[config.mk]
export PLATFORM = sky130hd
export DESIGN_NAME = shift_add_multiplier
export DESIGN_NICKNAME = d
export VERILOG_FILES = /design/src/rtl/alu_pkg.sv /design/src/rtl/sixty_four_bit_adder.sv /design/src/rtl/shift_add_multiplier.sv
export SDC_FILE = /design/constraint.sdc
export NUM_CORES = 1
export LEC_CHECK = 0
export ABC_AREA = 1
export CAP_MARGIN = 20
export CORE_ASPECT_RATIO = 0.75
export CORE_UTILIZATION = 55
export DETAILED_ROUTE_END_ITERATION = 16
export MAX_ROUTING_LAYER = met4
export PLACE_DENSITY = 0.78
export REMOVE_ABC_BUFFERS = 1
export SYNTH_ARGS = -nofsm -noshare
export SYNTH_HDL_FRONTEND = slang
export SYNTH_HIERARCHICAL = 1
export SYNTH_SLANG_ARGS = --single-unit
[constraint.sdc]
create_clock -name clk -period 4.05 [get_ports clk]
set_input_delay 1.215 -clock clk [delete_from_list [all_inputs] [get_ports clk]]
set_output_delay 1.215 -clock clk [all_outputs]
set_load 0.01 [all_outputs]
[src/rtl/alu_pkg.sv]
// Shared ALU definitions: operand/product widths and multiplier FSM state encoding.
// Latency: n/a (types and constants only).
// Backpressure: n/a.
//
// Contents:
//   MUL_WIDTH   operand width of the iterative multiplier
//   PROD_WIDTH  product / adder datapath width
//   CNT_WIDTH   iteration counter width, clog2(MUL_WIDTH)
//   mul_state_e multiplier FSM states (IDLE=0, RUN=1, DONE=2)
package alu_pkg;

    localparam int MUL_WIDTH  = 32;
    localparam int PROD_WIDTH = 2 * MUL_WIDTH;
    localparam int CNT_WIDTH  = $clog2(MUL_WIDTH);

    typedef enum logic [1:0] {
        IDLE = 2'd0,
        RUN  = 2'd1,
        DONE = 2'd2
    } mul_state_e;

endpackage

[src/rtl/sixty_four_bit_adder.sv]
// Purely combinational 64-bit adder shared by the ALU datapath.
// Latency: 0 cycles (combinational).
// Backpressure: none; no handshake.
//
// Ports:
//   a    in  64  addend
//   b    in  64  addend
//   sum  out 64  a + b, modulo 2^64 (carry-out is dropped; callers keep sums in range)
module sixty_four_bit_adder
    import alu_pkg::*;
(
    input  logic [PROD_WIDTH-1:0] a,
    input  logic [PROD_WIDTH-1:0] b,
    output logic [PROD_WIDTH-1:0] sum
);

    assign sum = a + b;

endmodule

[src/rtl/shift_add_multiplier.sv]
// Iterative unsigned 32x32->64 shift-and-add multiplier, one multiplier bit per cycle.
// Latency: operands accepted at edge N, out_valid high after edge N+32; next accept at N+34 earliest.
// Backpressure: in_ready only in IDLE; product and out_valid held in DONE until out_ready.
//
// Ports:
//   clk        in   1   single clock, rising edge
//   reset      in   1   synchronous active-high reset, wins over every other event
//   in_valid   in   1   operands a/b valid
//   in_ready   out  1   operands accepted (high only in IDLE)
//   a          in   32  multiplicand, unsigned
//   b          in   32  multiplier, unsigned
//   out_valid  out  1   product valid (high only in DONE)
//   out_ready  in   1   consumer accepts product
//   product    out  64  a*b, unsigned; keeps its last value after the handshake
module shift_add_multiplier
    import alu_pkg::*;
#(
    // Only 32 is supported: the shared adder is fixed at 64 bits.
    parameter int WIDTH = MUL_WIDTH,
    parameter int CNT_W = CNT_WIDTH
) (
    input  logic                 clk,
    input  logic                 reset,
    input  logic                 in_valid,
    output logic                 in_ready,
    input  logic [WIDTH-1:0]     a,
    input  logic [WIDTH-1:0]     b,
    output logic                 out_valid,
    input  logic                 out_ready,
    output logic [2*WIDTH-1:0]   product
);

    mul_state_e              state_q,   state_d;
    logic [2*WIDTH-1:0]      mcand_q,   mcand_d;
    logic [WIDTH-1:0]        mplier_q,  mplier_d;
    logic [2*WIDTH-1:0]      acc_q,     acc_d;
    logic [CNT_W-1:0]        count_q,   count_d;
    logic [2*WIDTH-1:0]      product_q, product_d;
    logic [2*WIDTH-1:0]      adder_sum;

    // acc never exceeds (2^32-1)^2, so dropping the adder carry-out loses nothing.
    sixty_four_bit_adder u_adder (
        .a   (acc_q),
        .b   (mcand_q),
        .sum (adder_sum)
    );

    always_comb begin
        state_d   = state_q;
        mcand_d   = mcand_q;
        mplier_d  = mplier_q;
        acc_d     = acc_q;
        count_d   = count_q;
        product_d = product_q;

        unique case (state_q)
            IDLE: begin
                if (in_valid) begin
                    mcand_d  = {{WIDTH{1'b0}}, a};
                    mplier_d = b;
                    acc_d    = '0;
                    count_d  = '0;
                    state_d  = RUN;
                end
            end

            RUN: begin
                if (mplier_q[0]) begin
                    acc_d = adder_sum;
                end
                // mcand is double width, so 31 left shifts never push a set bit out.
                mcand_d  = mcand_q << 1;
                mplier_d = mplier_q >> 1;
                count_d  = count_q + CNT_W'(1);
                // Last bit: capture the final accumulation straight into the output
                // register so product is valid on the same edge DONE is entered.
                if (count_q == CNT_W'(WIDTH - 1)) begin
                    product_d = acc_d;
                    state_d   = DONE;
                end
            end

            DONE: begin
                if (out_ready) begin
                    state_d = IDLE;
                end
            end

            default: begin
                state_d = IDLE;
            end
        endcase
    end

    always_ff @(posedge clk) begin
        if (reset) begin
            state_q   <= IDLE;
            mcand_q   <= '0;
            mplier_q  <= '0;
            acc_q     <= '0;
            count_q   <= '0;
            product_q <= '0;
        end else begin
            state_q   <= state_d;
            mcand_q   <= mcand_d;
            mplier_q  <= mplier_d;
            acc_q     <= acc_d;
            count_q   <= count_d;
            product_q <= product_d;
        end
    end

    // Decoded from the state register only, so the two handshakes are mutually exclusive.
    assign in_ready  = (state_q == IDLE);
    assign out_valid = (state_q == DONE);
    assign product   = product_q;

endmodule

==> flow_metrics.py, run 1 <==
metrics = {
    "clock_network": {
        "cts_sink_cnt": 231,
        "cts-root-to-sink-buffers": 3,
        "clk_pin_slew_worst_paths_ps": 60,
        "cts_tree": "yes",
        "cts-resized-gates": 0,
        "clock_insertion_delay_worst_skew_ps": 560,
        "postCtsSetupRepairBufs": 0,
        "cts-root-buf": "sky130_fd_sc_hd__clkbuf_16",
        "htree_levels": 1,
        "holdBufCountCts": 0,
        "cts_buffers": 24,
    },
    "setup_path": {
        "sort_of_element_at_the_start_of_the_critical_path": "flop",
        "crit_path_cell_trace": "inv_2, nor2_1, clkdlybuf4s50_1",
        "critical_path.slowest_cell": "sky130_fd_sc_hd__clkdlybuf4s50_1",
        "worstPathArrival_ps": 1850,
        "path_max_fanout": 3,
        "timing.critical_path.buf_inv": 2,
        "crit_path_end_kind": "output pin",
        "critPathMaxStageDelay_ps": 570,
        "worstSetupPathType": "reg -> out",
        "critPathRequiredTime_ps": 2830,
        "critical_path_depth": 3,
        "worst_r2r_path_depth": 18,
        "timing.critical_path.max_delay_family": "buffers and inverters",
    },
    "die": {
        "floorplan.io_pins": 134,
        "floorplan.initialDensity_pct": 56.5,
        "core_area_sq_mm": 0.0294,
        "row_count": 54,
        "die_area_sq_mm": 0.0309,
        "chipHeight_um": 153,
        "die_width_um": 203,
    },
    "timing": {
        "min_period_ps": 3060,
        "max_freq_mhz": 326,
        "hold-worst-slack_ps": 465,
        "timing_hold_violations_final": 0,
        "relSlewSlack_pct": 29.8,
        "final.period_utilization_pct": 75.6,
        "finalSetupViolCount": 0,
        "fin_clk_skew_ps": 23.6,
        "rsz0062_at_grt": "false",
        "worst_slew_pin_slew_ps": 1050,
        "setup-tns-final_ps": 0,
        "slew_viol_final": 0,
    },
    "global_route": {
        "first_global_vias": 15800,
        "antenna_found_initial": 0,
        "wire_length_of_the_first_global_routing_pass_um": 82100,
        "grt_start_max_net_pins": 190,
        "grt_overflow_total": 0,
        "grt_util_all_layers_pct": 33.5,
    },
    "final_layout": {
        "most-common-layout-cells": "sky130_fd_sc_hd__nand2_1, sky130_fd_sc_hd__inv_1, sky130_fd_sc_hd__nand3_1, sky130_fd_sc_hd__nor2_1, sky130_fd_sc_hd__dfxtp_1",
        "syn2layout_area_growth_pct": 13.9,
        "finalNetCount": 3067,
        "drive_gt1_share_pct": 4.07,
        "postLayoutCoreUtil_pct": 64.4,
        "stdcell_count": 3341,
        "mostFrequentLayoutCell": "sky130_fd_sc_hd__nand2_1",
        "antenna_cells_inserted": 0,
        "num-fill-cells": 2827,
    },
    "synth": {
        "yosys.area_share.simple_pct": 40.9,
        "synth-seq-cells": 231,
        "netlist.area_leader.share_pct": 27.8,
        "synth_top_area_cells": "sky130_fd_sc_hd__dfxtp_1, sky130_fd_sc_hd__nand2_1, sky130_fd_sc_hd__inv_1, sky130_fd_sc_hd__nand3_1, sky130_fd_sc_hd__nor2_1",
        "ys_seq_area_share_pct": 27.8,
        "share_of_the_synthesized_netlist_area_taken_by_xor_and_xnor_gates_pct": 1.69,
        "synth.lib_cells_used.distinct": 30,
        "synth-adder-area-share_pct": 5.02,
        "average_cell_area_after_synthesis_sq_um": 5.76,
        "yosysWarningCount": 6,
        "syn-cell-area_sq_mm": 0.0166,
        "syn-instance-count": 2882,
        "ys.flop_type": "sky130_fd_sc_hd__dfxtp_1",
        "largest_family_of_logic_cells_by_synthesized_area": "simple AND/OR/NAND/NOR gates",
        "netlist.top_cell.by_area": "sky130_fd_sc_hd__dfxtp_1",
        "synth-edff-count": 0,
        "synth-async-reset-ratio_pct": 0,
        "post_synth_mux_area_share_pct": 0,
        "synth_compound_area_share_pct": 9.40,
    },
    "place": {
        "gp_routability_congestion": 1.04,
        "placed_cells": 3298,
        "port_buffers": 133,
        "place_hpwl_um": 37200,
    },
    "routing": {
        "drt-vias-per-instance": 5.27,
        "routed-via-count": 17600,
        "drt_drc_violations_left": 0,
        "drt_first_iter_violations": 1524,
        "drt-total-wl_um": 50700,
        "avgRoutedWirePerCell_um": 15.2,
        "drt.antenna.violating_nets": 0,
        "detail_route.first_pass.iterations": 6,
    },
    "worst_hold_path": {
        "min_path_type": "reg -> reg",
        "hold_path_depth": 2,
    },
    "run": {
        "maxCapViolCount": 0,
    },
    "power": {
        "ir_drop_mv": 0.293,
        "power_density_mw_per_mm2": 291,
        "leakage_power_total_nw": 9.45,
    },
    "status": {
        "status": "finished, final reports clean",
    },
}
[synthesized netlist by cell type, types with 16 or more instances]
cell type                     n
sky130_fd_sc_hd__nand2_1   1022
sky130_fd_sc_hd__inv_1      513
sky130_fd_sc_hd__nand3_1    289
sky130_fd_sc_hd__nor2_1     239
sky130_fd_sc_hd__dfxtp_1    231
sky130_fd_sc_hd__a21oi_1    145
sky130_fd_sc_hd__o21ai_0     67
sky130_fd_sc_hd__ha_1        65
sky130_fd_sc_hd__o211ai_1    63
sky130_fd_sc_hd__buf_2       53
sky130_fd_sc_hd__clkbuf_1    47
sky130_fd_sc_hd__xor2_1      31
sky130_fd_sc_hd__nand2_2     25
sky130_fd_sc_hd__nor2_2      16
[stage by stage]
step / total power [mW] / setup WS (ps) / instance area (sq um)
4_1_cts: 5.52 / 982 / 18900
5_1_grt: 5.71 / 892 / 18900
2_1_floorplan: 2.83 / -2010 / 16000
3_5_place_dp: 3.08 / 1080 / 18000
6_report: 5.51 / 986 / 18900
3_3_place_gp: 3.07 / 1160 / 18000
[tightest hold or removal path, cell delays in order, from the launching register on]
cell and delay (ps):
sky130_fd_sc_hd__dfxtp_1 310, sky130_fd_sc_hd__nand2_1 60, sky130_fd_sc_hd__a21oi_1 60
[flip-flops by register name (all words and copies together) (netlist names)]
register  count
acc_q        64
mcand_q      64
product      64
mplier_q     32
count_q       5
state_q       2
[final cells by class]
type | instances | area (sq um) | share of cell area [%]
Inverter | 516 | 1940 | 10.2
Sequential cell | 231 | 4630 | 24.5
Clock inverter | 7 | 163 | 0.860
Multi-Input combinational cell | 2013 | 9480 | 50.1
Tap cell | 392 | 490 | 2.59
Clock buffer | 35 | 722 | 3.82
Timing Repair Buffer | 147 | 1490 | 7.88
[final timing paths]
kind,end,start,slack (ps)
setup / recovery,out_valid,state_q[1],990
hold / removal,product[63],product[63],460
setup reg to reg,product[56],acc_q[0],1230
hold reg to reg,product[63],product[63],460
[report_power, final]
group / internal (mW) / switching, mW / leakage (nW)
clock: 1.49 / 0.964 / 0.429
combinational: 0.227 / 0.429 / 7.14
sequential: 2.33 / 0.0641 / 1.87
total: 4.05 / 1.46 / 9.45
[cell families (layout without fill, tap and decap cells)]
group	count (synthesis)	in the layout
simple gates	1636	1636
buf+inv	638	705
compound gates	279	279
flops	231	231
fa+ha+maj	66	66
xor+xnor	32	32
[metal layers]
metal	wire length, um	part of all wire [%]	GRT usage [%]
met5	0	0	-
met4	821	1.6	6.02
met3	4260	8.4	5.45
met2	19900	39	45.3
met1	25700	51	51.6
(Power assumes the default switching activity.)
==> run 2: changes to the inputs <==
Settings changed: CORE_UTILIZATION 55 to 54, PLACE_DENSITY 0.78 to 0.8.
Clock period 4.05 ns to 2.55 ns, I/O delays scaled along.
==> run 2 against run 1 <==
Utilization is 2.2 points higher. Worst setup slack worse by 910 ps. Clock skew is 6.8 ps lower. Count of clock-buffer cells in the layout is 7 lower. Critical path depth is 14 higher. Largest power group is now registers. Flip-flop and latch count stayed put. Critical endpoint is now product[56]. Cell area is 6.3% higher. Hold slack better by 6.8 ps. Power is 55% higher. First-iteration DRC count is 24% higher. Routed wire length is 8.1% higher. Clock power is 44% higher.
==> flow_metrics.py, run 2 (same netlist as run 1, synthesis figures left out) <==
metrics = {
    "status": {
        "status": "finished, final reports clean",
    },
    "routing": {
        "avgRoutedWirePerCell_um": 16.1,
        "drt-total-wl_um": 54800,
        "drt-vias-per-instance": 5.35,
        "drt_drc_violations_left": 0,
        "drt.antenna.violating_nets": 0,
        "drt_first_iter_violations": 1888,
        "routed-via-count": 18200,
        "detail_route.first_pass.iterations": 6,
    },
    "timing": {
        "rsz0062_at_grt": "true",
        "final.period_utilization_pct": 97.2,
        "timing_hold_violations_final": 0,
        "slew_viol_final": 0,
        "worst_slew_pin_slew_ps": 832,
        "finalSetupViolCount": 0,
        "min_period_ps": 2480,
        "max_freq_mhz": 403,
        "hold-worst-slack_ps": 472,
        "fin_clk_skew_ps": 16.8,
        "relSlewSlack_pct": 44.6,
        "slack_of_the_critical_path_ps": 71.7,
    },
    "die": {
        "core_area_sq_mm": 0.0302,
        "chipHeight_um": 154,
        "floorplan.io_pins": 134,
        "floorplan.initialDensity_pct": 55.0,
        "row_count": 55,
        "die_width_um": 205,
        "die_area_sq_mm": 0.0315,
    },
    "clock_network": {
        "clk_pin_slew_worst_paths_ps": 70,
        "cts_buffers": 24,
        "clock_insertion_delay_worst_skew_ps": 550,
        "htree_levels": 1,
        "holdBufCountCts": 0,
        "cts_sink_cnt": 231,
        "cts-root-to-sink-buffers": 3,
        "cts_tree": "yes",
        "cts-root-buf": "sky130_fd_sc_hd__clkbuf_16",
    },
    "setup_path": {
        "sort_of_element_at_the_start_of_the_critical_path": "flop",
        "timing.critical_path.buf_inv": 3,
        "crit_path_cell_trace": "ha_2, nand2_1, nor2_1, nand2_1, inv_1, nand2_1, nor2_1, buf_4, nand2_1, nand4_1, nand2_1, inv_1, nand2_1, o21ai_0, nand2_1, nand2_1, nor2_1",
        "critical_path.slowest_cell": "sky130_fd_sc_hd__ha_2",
        "worstPathArrival_ps": 2890,
        "critPathMaxStageDelay_ps": 400,
        "path_max_fanout": 5,
        "crit_path_end_kind": "flop",
        "timing.critical_path.max_delay_family": "simple AND/OR/NAND/NOR gates",
        "critPathMostFrequentCell": "sky130_fd_sc_hd__nand2_1",
        "worstSetupPathType": "reg -> reg",
        "critPathRequiredTime_ps": 2970,
    },
    "power": {
        "power.net_switching_mw": 2.37,
        "power.internal_mw": 6.15,
        "power_frac_comb_pct": 13.7,
        "leakage_power_total_nw": 9.81,
        "power.share.switching_pct": 27.8,
        "seq_power_share_pct": 44.7,
        "power_density_mw_per_mm2": 424,
        "power_frac_clock_pct": 41.6,
        "ir_drop_mv": 0.499,
    },
    "place": {
        "pre_cts_ws_ps": 10.2,
        "port_buffers": 133,
        "dpl_cell_area_sq_mm": 0.0185,
        "place_hpwl_um": 39800,
        "gp_routability_congestion": 0.993,
    },
    "global_route": {
        "antenna_found_initial": 0,
        "wire_length_of_the_first_global_routing_pass_um": 85500,
        "grt_util_all_layers_pct": 35.0,
        "first_global_vias": 16000,
        "grt_start_max_net_pins": 119,
        "grt_overflow_total": 0,
    },
    "final_layout": {
        "mostFrequentLayoutCell": "sky130_fd_sc_hd__nand2_1",
        "most-common-layout-cells": "sky130_fd_sc_hd__nand2_1, sky130_fd_sc_hd__inv_1, sky130_fd_sc_hd__nand3_1, sky130_fd_sc_hd__nor2_1, sky130_fd_sc_hd__dfxtp_1",
        "num-fill-cells": 2812,
        "drive_gt1_share_pct": 11.9,
        "antenna_cells_inserted": 0,
        "syn2layout_area_growth_pct": 21.0,
        "postLayoutCoreUtil_pct": 66.5,
        "stdcell_area_sq_mm": 0.0201,
        "finalNetCount": 3120,
    },
    "run": {
        "maxCapViolCount": 0,
    },
    "worst_hold_path": {
        "min_path_type": "reg -> reg",
    },
}
==> run 2: cell type report <==
type	count	area, sq um	area share (%)
multi-input combinational	2013	10300	51.1
sequential	231	4660	23.2
timing repair buffer	200	1970	9.78
inverter	516	1940	9.64
clock buffer	28	646	3.21
tap	399	499	2.48
clock inverter	12	125	0.622
==> run 2: final timing paths <==
path / startpoint / to / slack [ps] / cells past startpoint
min: product[63] / product[63] / 470 / 2
max: acc_q[47] / product[56] / 70 / 17
min reg2reg: product[63] / product[63] / 470 / 2
max reg2reg: acc_q[47] / product[56] / 70 / 17
==> run 2: per-stage QoR <==
stage,TNS (ps),power (mW),cells
6_report,0,8.52,3399
5_1_grt,-422,8.81,3399
4_1_cts,0,8.44,3395
3_5_place_dp,0,4.96,3355
3_3_place_gp,0,4.93,3355
2_1_floorplan,-444660,4.49,2760
==> run 2: what timing repair did <==
item	4_1_cts	5_1_grt
setup buffers	0	4
gates resized for setup	4	224
setup endpoints to repair	6	73
pin swaps	0	10
==> run 2: power groups by stage <==
stage	combinational [mW]	sequential (mW)	clock [mW]
floorplan	0.614	3.87	0
global placement	1.07	3.86	0
detailed placement	1.09	3.87	0
CTS	1.09	3.79	3.55
global route	1.28	3.82	3.71
finish	1.17	3.81	3.54
==> run 2: metal layers <==
metal	GRT usage (%)	part of all wire, %	up-vias
met5	-	0	-
met4	4.73	1.3	0
met3	4.64	8.4	59
met2	48.1	41	712
met1	54.4	50	8345
li1	-	-	9063
==> run 2: worst register-to-register path, cell delays in order, from the launching register on <==
cell	delay (ps)
sky130_fd_sc_hd__dfxtp_1	350
sky130_fd_sc_hd__ha_2	400
sky130_fd_sc_hd__nand2_1	160
sky130_fd_sc_hd__nor2_1	310
sky130_fd_sc_hd__nand2_1	90
sky130_fd_sc_hd__inv_1	110
sky130_fd_sc_hd__nand2_1	80
sky130_fd_sc_hd__nor2_1	120
sky130_fd_sc_hd__buf_4	150
sky130_fd_sc_hd__nand2_1	80
sky130_fd_sc_hd__nand4_1	90
sky130_fd_sc_hd__nand2_1	60
sky130_fd_sc_hd__inv_1	40
sky130_fd_sc_hd__nand2_1	60
sky130_fd_sc_hd__o21ai_0	90
sky130_fd_sc_hd__nand2_1	70
sky130_fd_sc_hd__nand2_1	60
sky130_fd_sc_hd__nor2_1	30
==> variant, RTL diff (flow settings as in run 2) <==
Change the package constant `MUL_WIDTH` from 32 to 16.
--- a/src/rtl/alu_pkg.sv
+++ b/src/rtl/alu_pkg.sv
@@ -10,5 +10,5 @@
 package alu_pkg;
 
-    localparam int MUL_WIDTH  = 32;
+    localparam int MUL_WIDTH  = 16;
     localparam int PROD_WIDTH = 2 * MUL_WIDTH;
     localparam int CNT_WIDTH  = $clog2(MUL_WIDTH);
Ports: changed (resized a, b and product); port bits go from 134 to 70. The function was not compared with the original's and may differ.
==> variant against run 2 <==
The run now ends with DRC left. Sequential power decreased by 49%. Utilization shrank 1.5 points. Synthesized area shrank 54%. Sequential cell count is 113 lower. Count of clock-buffer cells in the layout is 11 lower. Worst setup slack improved by 0.13 ns. Final area is 56% lower. Synthesized cell count fell by 56%. Wire length down 65%. Power down 45%. Clock power decreased by 36%. Critical path depth down 14. Sequential share of layout area rose by 3.3 points. Critical path type is now reg -> out. Critical endpoint is now out_valid.
==> variant: results (changes against run 2) <==
fraction of layout cells with a size suffix above 1 4.73% (-7.2 points); largest cells by area after synthesis dfxtp_1 31%, nand2_1 23%, inv_1 8.8%, nor2_1 7.9%, nand3_1 5.6%; met3 wire len 1180 um (-74%); met1 GRT Util 41.9% (-12 points); First DRT Iteration DRCs 600 (-68%); met1 wire length 10,100 um (-63%); Port Buf Inserts 69 (-48%); outcome finished with violations; register area share after synthesis 31.2% (+3.4 points); Crit path max-delay family buffers and inverters; pre-CTS WS 0.282 ns (+0.271 ns); syn avg cell area 5.94 um^2 (+3.1%); failing checks DRC; HPWL Detailed 13,700 um (-66%); First-pass DRT Iterations 11 (+5); DRC viols 2 (+2); Hold EP mplier_q[15]$_SDFFE_PP0P_; Reg2Reg Setup Slack 0.25 ns (+0.18 ns); TritonCTS buffer count 17 (-29%); GPL Wtd Cong 0.930 (-6.4%); Post-CTS Resized 0 (-4); pin count of the biggest net entering global routing 98 (-18%); top post-synthesis cells by count 460 x nand2_1, 178 x inv_1, 159 x nor2_1, 118 x dfxtp_1, 85 x nand3_1; Worst R2R Start acc_q[0]$_SDFFE_PP0P_; Worst VDD drop 0.000432 V (-13%); clock buffer depth 2 (-1); Synth Area in XOR/XNOR 1.85% (+0.16 points); # fillers 1,334 (-53%); Critical Path AT 1.58 ns (-1.31 ns); Post-Layout Cell Count 1,506 (-56%); Fin Hold WS 0.463 ns (-0.00850 ns); Clock Latency Late Sink 0.42 ns (-0.13 ns); Slew headroom 46.4% (+1.9 points); slowest stage delay, CP 0.54 ns (+0.14 ns)
[variant: cell types whose count changed after synthesis, sizes merged, moves of 16 or more]
cell,before,now
nand2,1048,470
inv,516,179
nand3,299,86
dfxtp,231,118
nor2,259,162
a21oi,145,74
buf,75,33
ha,65,32
o21ai,68,35
o211ai,63,32
clkbuf,47,22
xor2,31,15
[variant: area by class of cell]
class / count / area [um^2] / area share, %
multi-input combinational: 921 / 4290 / 48.1
sequential: 118 / 2360 / 26.5
timing repair buffer: 81 / 813 / 9.13
inverter: 179 / 672 / 7.54
clock buffer: 17 / 425 / 4.77
tap: 175 / 219 / 2.46
clock inverter: 15 / 131 / 1.47
[variant: worst max path at each step]
stage / start / slack (ns) / end / cells past startpoint
final: state_q[1]$_SDFFE_PP0P_ / 0.21 / out_valid / 3
after global routing: acc_q[0]$_SDFFE_PP0P_ / 0.003 / product[28]$_SDFFE_PP0P_ / 18
after CTS: state_q[1]$_SDFFE_PP0P_ / 0.18 / out_valid / 3
after detailed placement: acc_q[0]$_SDFFE_PP0P_ / 0.28 / product[20]$_SDFFE_PP0P_ / 18
after global placement: acc_q[0]$_SDFFE_PP0P_ / 0.33 / product[20]$_SDFFE_PP0P_ / 18
after floorplan: state_q[0]$_SDFFE_PP0P_ / -0.46 / product[0]$_SDFFE_PP0P_ / 5
[variant: tightest hold or removal path, cell delays in order (launching register included)]
cell and delay (ns):
dfxtp_1 0.31, nand2_1 0.06, a21oi_1 0.05
[variant: power groups by stage]
stage	clock network, mW	registers (mW)	logic, mW
6_report	2.26	1.94	0.516
2_1_floorplan	0	1.98	0.301
3_5_place_dp	0	1.98	0.511
4_1_cts	2.30	1.94	0.514
5_1_grt	2.39	1.95	0.582
3_3_place_gp	0	1.98	0.501
